### config.mk
export PLATFORM = sky130hd
export DESIGN_NAME = id_ex_stage
export DESIGN_NICKNAME = d
export VERILOG_FILES = /design/src/rtl/id_ex_stage_pkg.sv /design/src/rtl/id_ex_stage_entry.sv /design/src/rtl/id_ex_stage.sv
export SDC_FILE = /design/constraint.sdc
export NUM_CORES = 1
export LEC_CHECK = 0
export ABC_AREA = 1
export BUFFER_PORTS_ARGS = -buffer_cell sky130_fd_sc_hd__buf_2
export CAP_MARGIN = 25
export CORE_MARGIN = 1.5
export CORE_UTILIZATION = 50
export DETAILED_ROUTE_END_ITERATION = 10
export GPL_TIMING_DRIVEN = 0
export PLACE_DENSITY = 0.8
export SLEW_MARGIN = 20
export SYNTH_ARGS = -nofsm -noshare
export SYNTH_HDL_FRONTEND = slang
export SYNTH_SLANG_ARGS = --single-unit
### constraint.sdc
create_clock -name clk -period 1.53 [get_ports clk]
set_clock_uncertainty 0.05 [all_clocks]
set_input_delay 0.306 -clock clk [delete_from_list [all_inputs] [get_ports clk]]
set_output_delay 0.306 -clock clk [all_outputs]
set_load 0.05 [all_outputs]
### src/rtl/id_ex_stage_pkg.sv
// Shared widths and occupancy-state encoding for the decode/execute boundary stage.
package id_ex_stage_pkg;
  localparam int DEF_DATA_W = 16;
  localparam int DEF_REG_AW = 4;
  localparam int OPC_W      = 4;

  typedef enum logic [1:0] {
    ST_EMPTY = 2'd0,
    ST_ONE   = 2'd1,
    ST_TWO   = 2'd2
  } occ_state_t;
endpackage

### src/rtl/id_ex_stage_entry.sv
// One held instruction: captures with write-before-read bypass, then refreshes its
// operands from the register-file write port while it is held.
module id_ex_entry
  import id_ex_stage_pkg::*;
#(
  parameter int DATA_W = DEF_DATA_W,
  parameter int REG_AW = DEF_REG_AW
) (
  input  logic              clk,
  input  logic              rst,
  input  logic              load,
  input  logic              held,
  input  logic [REG_AW-1:0] SrcReg1,
  input  logic [REG_AW-1:0] SrcReg2,
  input  logic [DATA_W-1:0] SrcData1,
  input  logic [DATA_W-1:0] SrcData2,
  input  logic [OPC_W-1:0]  Opcode,
  input  logic [DATA_W-1:0] Imm,
  input  logic [REG_AW-1:0] DstReg,
  input  logic              WriteReg,
  input  logic [REG_AW-1:0] wb_DstReg,
  input  logic              wb_WriteReg,
  input  logic [DATA_W-1:0] wb_DstData,
  output logic [DATA_W-1:0] entA,
  output logic [DATA_W-1:0] entB,
  output logic [DATA_W-1:0] entImm,
  output logic [OPC_W-1:0]  entOpcode,
  output logic [REG_AW-1:0] entDstReg,
  output logic              entWriteReg,
  output logic [REG_AW-1:0] entSrcReg1,
  output logic [REG_AW-1:0] entSrcReg2
);
  always_ff @(posedge clk or negedge rst) begin
    if (!rst) begin
      entA        <= '0;
      entB        <= '0;
      entImm      <= '0;
      entOpcode   <= '0;
      entDstReg   <= '0;
      entWriteReg <= 1'b0;
      entSrcReg1  <= '0;
      entSrcReg2  <= '0;
    end else if (load) begin
      // Register 0 is an ordinary register here, so it bypasses like any other.
      entA        <= (wb_WriteReg && wb_DstReg == SrcReg1) ? wb_DstData : SrcData1;
      entB        <= (wb_WriteReg && wb_DstReg == SrcReg2) ? wb_DstData : SrcData2;
      entImm      <= Imm;
      entOpcode   <= Opcode;
      entDstReg   <= DstReg;
      entWriteReg <= WriteReg;
      entSrcReg1  <= SrcReg1;
      entSrcReg2  <= SrcReg2;
    end else if (held && wb_WriteReg) begin
      if (entSrcReg1 == wb_DstReg) entA <= wb_DstData;
      if (entSrcReg2 == wb_DstReg) entB <= wb_DstData;
    end
  end
endmodule

### src/rtl/id_ex_stage.sv
// Two-entry ID/EX skid buffer with operand bypass on capture and refresh while held.
// Valid/ready: a side transfers on a rising edge where its valid and ready are both high.
module id_ex_stage
  import id_ex_stage_pkg::*;
#(
  parameter int DATA_W = DEF_DATA_W,
  parameter int REG_AW = DEF_REG_AW
) (
  input  logic              clk,
  input  logic              rst,
  input  logic              in_valid,
  output logic              in_ready,
  input  logic [REG_AW-1:0] SrcReg1,
  input  logic [REG_AW-1:0] SrcReg2,
  input  logic [DATA_W-1:0] SrcData1,
  input  logic [DATA_W-1:0] SrcData2,
  input  logic [OPC_W-1:0]  Opcode,
  input  logic [DATA_W-1:0] Imm,
  input  logic [REG_AW-1:0] DstReg,
  input  logic              WriteReg,
  input  logic [REG_AW-1:0] wb_DstReg,
  input  logic              wb_WriteReg,
  input  logic [DATA_W-1:0] wb_DstData,
  input  logic              flush,
  output logic              out_valid,
  input  logic              out_ready,
  output logic [DATA_W-1:0] out_A,
  output logic [DATA_W-1:0] out_B,
  output logic [DATA_W-1:0] out_Imm,
  output logic [OPC_W-1:0]  out_Opcode,
  output logic [REG_AW-1:0] out_DstReg,
  output logic              out_WriteReg,
  output logic [REG_AW-1:0] out_SrcReg1,
  output logic [REG_AW-1:0] out_SrcReg2,
  output occ_state_t        dbgState
);
  occ_state_t  state, nextState;
  logic        rdPtr, nextRdPtr, wrSlot, inXfer, outXfer;
  logic [1:0]  load, held;

  logic [DATA_W-1:0] entA [2];
  logic [DATA_W-1:0] entB [2];
  logic [DATA_W-1:0] entImm [2];
  logic [OPC_W-1:0]  entOpcode [2];
  logic [REG_AW-1:0] entDstReg [2];
  logic              entWriteReg [2];
  logic [REG_AW-1:0] entSrcReg1 [2];
  logic [REG_AW-1:0] entSrcReg2 [2];

  always_ff @(posedge clk or negedge rst) begin
    if (!rst) begin
      state    <= ST_EMPTY;
      rdPtr    <= 1'b0;
      in_ready <= 1'b1;
    end else begin
      state    <= nextState;
      rdPtr    <= nextRdPtr;
      in_ready <= (nextState != ST_TWO);
    end
  end

  // The head pointer stays put when the buffer drains, so the outputs keep the last head.
  always_comb begin
    nextState = state;
    nextRdPtr = rdPtr;
    inXfer    = in_valid && in_ready;
    outXfer   = out_valid && out_ready;
    wrSlot    = (state == ST_EMPTY) ? rdPtr : ~rdPtr;
    load      = 2'b00;
    held      = 2'b00;
    if (state != ST_EMPTY) held[rdPtr] = 1'b1;
    if (state == ST_TWO)   held[~rdPtr] = 1'b1;
    if (flush) begin
      nextState = ST_EMPTY;
    end else begin
      if (inXfer) load[wrSlot] = 1'b1;
      case (state)
        ST_EMPTY: if (inXfer) nextState = ST_ONE;
        ST_ONE: begin
          if (inXfer && !outXfer) nextState = ST_TWO;
          else if (!inXfer && outXfer) nextState = ST_EMPTY;
          if (inXfer && outXfer) nextRdPtr = ~rdPtr;
        end
        ST_TWO: if (outXfer) begin
          nextState = ST_ONE;
          nextRdPtr = ~rdPtr;
        end
        default: nextState = ST_EMPTY;
      endcase
    end
  end

  for (genvar g = 0; g < 2; g++) begin : g_entry
    id_ex_entry #(.DATA_W(DATA_W), .REG_AW(REG_AW)) u_entry (
      .clk(clk), .rst(rst), .load(load[g]), .held(held[g]),
      .SrcReg1(SrcReg1), .SrcReg2(SrcReg2), .SrcData1(SrcData1), .SrcData2(SrcData2),
      .Opcode(Opcode), .Imm(Imm), .DstReg(DstReg), .WriteReg(WriteReg),
      .wb_DstReg(wb_DstReg), .wb_WriteReg(wb_WriteReg), .wb_DstData(wb_DstData),
      .entA(entA[g]), .entB(entB[g]), .entImm(entImm[g]), .entOpcode(entOpcode[g]),
      .entDstReg(entDstReg[g]), .entWriteReg(entWriteReg[g]),
      .entSrcReg1(entSrcReg1[g]), .entSrcReg2(entSrcReg2[g])
    );
  end

  assign out_valid    = (state != ST_EMPTY);
  assign out_A        = entA[rdPtr];
  assign out_B        = entB[rdPtr];
  assign out_Imm      = entImm[rdPtr];
  assign out_Opcode   = entOpcode[rdPtr];
  assign out_DstReg   = entDstReg[rdPtr];
  assign out_WriteReg = entWriteReg[rdPtr];
  assign out_SrcReg1  = entSrcReg1[rdPtr];
  assign out_SrcReg2  = entSrcReg2[rdPtr];
  assign dbgState     = state;
endmodule

======== Word level (Yosys, flattened, before mapping) ========
Cells that the tools add are included.
word-level totals
  register bits ........................... 134
  word-level logic and storage cells ...... 127
operators by class
  magnitude comparators ................... 7
  equal/unequal tests ..................... 11
  multiplexer cells ....................... 58
  bitwise gates (word level) .............. 4
  reduce and logical (&&, ||, !) cells .... 28
operators by type and width
  cell                                                                   count
  16-bit two-way mux                                                     23
  4-bit two-way mux                                                      12
  4-bit == test                                                          6
  2-bit two-way mux                                                      9
  2-bit nonzero test                                                     8
  1-bit logical AND                                                      12
  1-bit two-way mux                                                      9
  2-bit AND reduction                                                    4
  1-bit by 2-bit < comparator with 1-bit output (second input constant)  3
  2-bit inequality test (second input constant)                          3
  2-bit case mux with 3 select lines                                     1
  4-bit AND reduction                                                    1
  1-bit demux with 1-bit select                                          3
  1-bit greater-or-equal comparator (second input constant)              3
  2-bit by 1-bit == test with 1-bit output (second input constant)       1
  2-bit == test (second input constant)                                  1
  2-bit greater-or-equal comparator (second input constant)              1
  1-bit zero test                                                        2
  2-bit zero test                                                        1
  1-bit NOT                                                              2
  1-bit NOT with 2-bit output                                            1
  2-bit bitwise OR                                                       1
  1-bit case mux with 2 select lines                                     1

======== Depth between registers and ports, before layout ========
  depth in word-level cells ............... 10
  depth in mapped cells ................... 12

======== Hierarchy ========
From an unflattened synthesis, not the netlist that was laid out.
unflattened totals
  cell total of the unflattened synthesis .. 1069
  area total of the unflattened synthesis .. 7753.7 um^2
modules (own cells, without submodules)
  module       times used  cells an instance  area an instance (um^2)
  id_ex_entry  2           409                3337.0
  id_ex_stage  1           251                1079.8

======== Worst setup path after synthesis ========
Ideal clock, no wire load.
  path kind ............................... flip-flop to output port
  from .................................... reg rdPtr
  to ...................................... out out_DstReg[3]
  arrival time ............................ 1.837 ns
  path slack .............................. -0.663 ns
  cell stages (with the launch flop) ...... 4
  path buffers ............................ 2
  cell sequence ........................... dfrtp_1 > buf_4 > clkbuf_1 > o21ai_0
between the ends
  longest elaborated chain between the ends .. 4
ends and longest elaborated chain
  item                                                   RTL line            source
  from (decl)                                            id_ex_stage.sv:38   logic rdPtr, nextRdPtr, wrSlot, inXfer, outXfer;
  from (signal assigned)                                 id_ex_stage.sv:57   rdPtr <= nextRdPtr;
  1-bit NOT with 2-bit output (not written as such)      id_ex_stage.sv:110  assign out_DstReg = entDstReg[rdPtr];
  4-bit two-way mux (not written as such) (3 in series)  id_ex_stage.sv:110
  to (decl)                                              id_ex_stage.sv:31   output logic [REG_AW-1:0] out_DstReg,
Every way passes these cells. The select of a mux whose other input is x is not followed.

======== Worst setup path after layout ========
  from .................................... reg rdPtr
  to ...................................... out out_B[6]
between the ends
  longest elaborated chain between the ends .. 4
ends and longest elaborated chain
  item                                                    RTL line            source
  1-bit NOT with 2-bit output (not written as such)       id_ex_stage.sv:107  assign out_B = entB[rdPtr];
  16-bit two-way mux (not written as such) (3 in series)  id_ex_stage.sv:107
  to (decl)                                               id_ex_stage.sv:28   output logic [DATA_W-1:0] out_B,
Every way passes these cells. The select of a mux whose other input is x is not followed.

==> Implementation_results.wiki <==
{| class="wikitable"
! Metric !! Value
|-
| Fin nets || 1,543
|-
| Hold Startpoint || Imm[1]
|-
| Cell chosen for the clock root || sky130_fd_sc_hd__clkbuf_16
|-
| Maximum fanout count along the critical path || 6
|-
| Average cell area after synthesis || 6.55 um2
|-
| Finished Cell Area || 0.0118 mm2
|-
| Post-detailed-route via-to-cell ratio || 5.34
|-
| Unrepaired setup endpoints after global routing || true
|-
| Type of the setup path with the least slack || flop to output port
|-
| Final Routed Wirelength || 28,100 um
|-
| Final Worst Setup Slack || -0.496 ns
|-
| Placeable core area || 0.0159 mm2
|-
| Combinational share of power || 60.6%
|-
| Post-DRT Antenna Nets || 0
|-
| Routed wire length per instance || 16.7 um
|-
| TritonCTS clock tree || done
|-
| Cell type of the slowest stage on the worst timing path || sky130_fd_sc_hd__dfrtp_2
|-
| Overall overflow remaining after global route || 0
|-
| Period minus WS final || 2.03 ns
|-
| Max clock buf depth || 2
|-
| Number of sinks on the clock net || 134
|-
| Detailed Route Iter0 Violations || 815
|-
| Cells on worst reg2reg path || 11
|-
| Slew @ Worst Pin || 0.522 ns
|-
| Cell area after placement || 0.0101 mm2
|-
| Quantity of I/O buffers inserted on ports || 156
|-
| Cell row count || 46
|-
| Violated checks || negative setup slack
|-
| Setup crit end kind || output port
|-
| Part of the total power dissipated in the clock network || 16.4%
|-
| Main synth FF type || sky130_fd_sc_hd__dfrtp_1
|-
| CP peak stage delay || 0.46 ns
|-
| Global-route wire length before repair || 44,800 um
|-
| Detailed Routing Iterations Pass 1 || 5
|-
| Post-Synthesis Net Count || 1,344
|-
| Area of the mapped netlist || 0.00821 mm2
|-
| Total leakage power || 6.58 nW
|-
| Highest attainable clock frequency || 0.493 GHz
|-
| DIE AREA || 0.0172 mm2
|-
| Worst endpoint data arrival time || 1.67 ns
|-
| Overall power consumption || 0.0275 W
|-
| FFs w/ async S/R, synth || 100%
|-
| Total length of routed met2 wires || 13,200 um
|-
| Sw power || 0.0132 W
|-
| Hold Crit Endpoint || g_entry[1].u_entry.entImm[1]
|-
| Most common cell after layout, fill and taps aside || sky130_fd_sc_hd__nand2_1
|-
| Relative area change from synthesis to final layout || 44.3%
|-
| Routability Congestion || 0.879
|-
| Proportion of synthesized chip area in sequential cells || 40.9%
|-
| Top sig layer || met5
|-
| Startpoint of the worst register-to-register path || rdPtr
|-
| Crit-path cells || buf_8, clkbuf_16, clkbuf_16, nand2_4, nand2_4, buf_8
|-
| Hold path depth || 3
|-
| Wire length on met3 || 2680 um
|-
| Top Ports || 160
|-
| Residual DRC || 0
|-
| Synth Warn # || 0
|-
| Leading cell types in the layout, fill and taps excluded || sky130_fd_sc_hd__nand2_1, sky130_fd_sc_hd__inv_1, sky130_fd_sc_hd__dfrtp_1, sky130_fd_sc_hd__nand3_1, sky130_fd_sc_hd__buf_2
|-
| Synthesized netlist cell count || 1,253
|-
| Number of clock buffers inserted by TritonCTS || 17
|-
| Worst vdd rail ir drop || 0.00202 V
|-
| Max capacitance violation total || 0
|-
| Headroom to the max-slew limit || 65.1%
|-
| Sw Share || 47.9%
|-
| Worst hold path class || input port to flop
|-
| Areal power density over the cells || 2320 mW/mm2
|-
| Fraction of the core area covered by cells at the end of the flow || 74.3%
|-
| Initial Util || 51.5%
|-
| Pin count of the biggest net entering global routing || 75
|-
| Cell family contributing the most delay on the critical path || buffers and inverters
|-
| Clock transition time at the flip-flop clock pins of the worst setup and hold paths || 0.06 ns
|-
| Worst-case register-to-register setup slack || -0.40 ns
|-
| Number of flops mapped to enable cells by yosys || 0
|-
| Total of endpoints with negative setup slack in the final report || 197
|-
| Number of vias in the routed layout || 8,983
|-
| Die height || 131 um
|-
| Tightest hold margin || 0.0361 ns
|-
| Routed length on met1 || 10,800 um
|-
| Final period util || 132%
|-
| Ratio of cells with drive above 1 in the final layout || 30.0%
|-
| Fin. Hold Viols || 0
|-
| Number of unique standard cell types used by synthesis || 26
|-
| Die W || 131 um
|-
| WP buf/inv || 4
|-
| Initial antenna violation count || 2
|-
| Required time worst endpoint || 1.17 ns
|-
| Critical register-to-register path endpoint || g_entry[0].u_entry.entB[4]
|-
| Flop pwr share || 23.0%
|-
| Htree depth || 4
|-
| Number of global-route vias before repair || 8,886
|-
| Placed wire-length estimate after detailed placement || 18,600 um
|-
| Total routing usage reported by global routing || 33.4%
|-
| Number of slew-limit violations in the final report || 0
|-
| Int Pwr || 0.0143 W
|-
| Worst Setup Start Kind || flop
|-
| Number of synthesized register bits || 134
|-
| Result of the run || complete, but fails checks
|-
| Clk_lat worst skew || 0.43 ns
|}
==> synthesized netlist by cell type (2+ instances only) <==
cell,count,area [um2]
sky130_fd_sc_hd__nand2_1,570,2140
sky130_fd_sc_hd__nand4_1,32,200
sky130_fd_sc_hd__nand2_2,5,31.3
sky130_fd_sc_hd__nor2_2,4,25.0
sky130_fd_sc_hd__buf_6,9,101
sky130_fd_sc_hd__xnor2_1,2,17.5
sky130_fd_sc_hd__inv_2,11,41.3
sky130_fd_sc_hd__buf_4,5,37.5
sky130_fd_sc_hd__buf_2,35,175
sky130_fd_sc_hd__o21ai_0,74,370
sky130_fd_sc_hd__nor2_1,14,52.6
sky130_fd_sc_hd__nand3_1,132,661
sky130_fd_sc_hd__nand3_4,3,52.6
sky130_fd_sc_hd__clkbuf_1,12,45.0
sky130_fd_sc_hd__xor2_1,7,61.3
sky130_fd_sc_hd__inv_1,190,713
sky130_fd_sc_hd__nor2_4,6,67.6
sky130_fd_sc_hd__nand3_2,2,20.0
sky130_fd_sc_hd__dfrtp_1,133,3330
==> metrics by stage <==
step           setup WS, ns  std cells  TNS [ns]
6_report             -0.496       1681    -63.03
2_1_floorplan        -0.174       1253    -11.79
3_3_place_gp          -2.08       1625   -284.73
3_5_place_dp         -0.501       1626    -44.40
5_1_grt              -0.516       1679    -71.04
4_1_cts              -0.479       1676    -53.71
==> cells by family after synthesis <==
kind of cell | synth area share [%]
AO/OA/AOI/OAI | 4.65
XOR/XNOR | 0.960
buffers and inverters | 13.7
flip-flops | 40.9
AND/OR/NAND/NOR | 39.8
==> registers in the layout, summed over array words and instances, names as in the netlist <==
| register | cells |
|---|---|
| g_entry.u_entry.entSrcReg1 | 8 |
| g_entry.u_entry.entOpcode | 8 |
| rdPtr | 1 |
| g_entry.u_entry.entDstReg | 8 |
| g_entry.u_entry.entImm | 32 |
| g_entry.u_entry.entSrcReg2 | 8 |
| in_ready | 1 |
| g_entry.u_entry.entB | 32 |
| g_entry.u_entry.entWriteReg | 2 |
| g_entry.u_entry.entA | 32 |
| dbgState | 2 |
==> worst register-to-register path, delay by kind of cell (launching register included) <==
family	cells	cell delay [ns]
flip-flops	1	0.43
buffers and inverters	5	0.79
AND/OR/NAND/NOR	6	0.55
==> worst max path at each step <==
stage,cells after the start,startpoint,end,slack (ns)
after detailed placement,5,rdPtr,out_DstReg[0],-0.50
final,6,rdPtr,out_B[6],-0.50
after CTS,6,rdPtr,out_B[6],-0.48
after global routing,6,rdPtr,out_B[6],-0.52
after floorplan,11,in_ready,g_entry[1].u_entry.entA[7],-0.17
after global placement,1,rst,dbgState[1],-2.08
==> what timing repair did <==
action                     4_1_cts  5_1_grt
pin swaps                        8        2
hold buffers                     2        0
hold endpoints to repair        60        0
setup endpoints to repair      193      198
buffers inserted                12        3
gates cloned                     6        0
resized for setup              228       41
==> final cells by class <==
cell class              instances  area (um2)
multi-input cells             854        4580
repair buffers                180        1480
plain buffers                  63         738
clock buffers                  21         460
inverters                     202         777
diodes                          2        5.00
flip-flops and latches        134        3360
clock inverters                 9         175
fillers                      1161        4100
well taps                     216         270
==> power by group through the flow <==
stage          Combinational [W]  Sequential [W]  Clock, W
5_1_grt                   0.0177         0.00650   0.00466
3_5_place_dp              0.0133         0.00621         0
3_3_place_gp              0.0131         0.00613         0
2_1_floorplan             0.0106         0.00600         0
6_report                  0.0167         0.00634   0.00451
4_1_cts                   0.0161         0.00626   0.00451
==> per-layer routing <==
layer / global-route usage [%] / vias up
met4: 17.7 / 2
met2: 54.8 / 507
met5: 0 / -
met3: 8.45 / 129
li1: - / 4217
met1: 40.5 / 4128
Note: power is estimated with default switching activity, not from simulation.
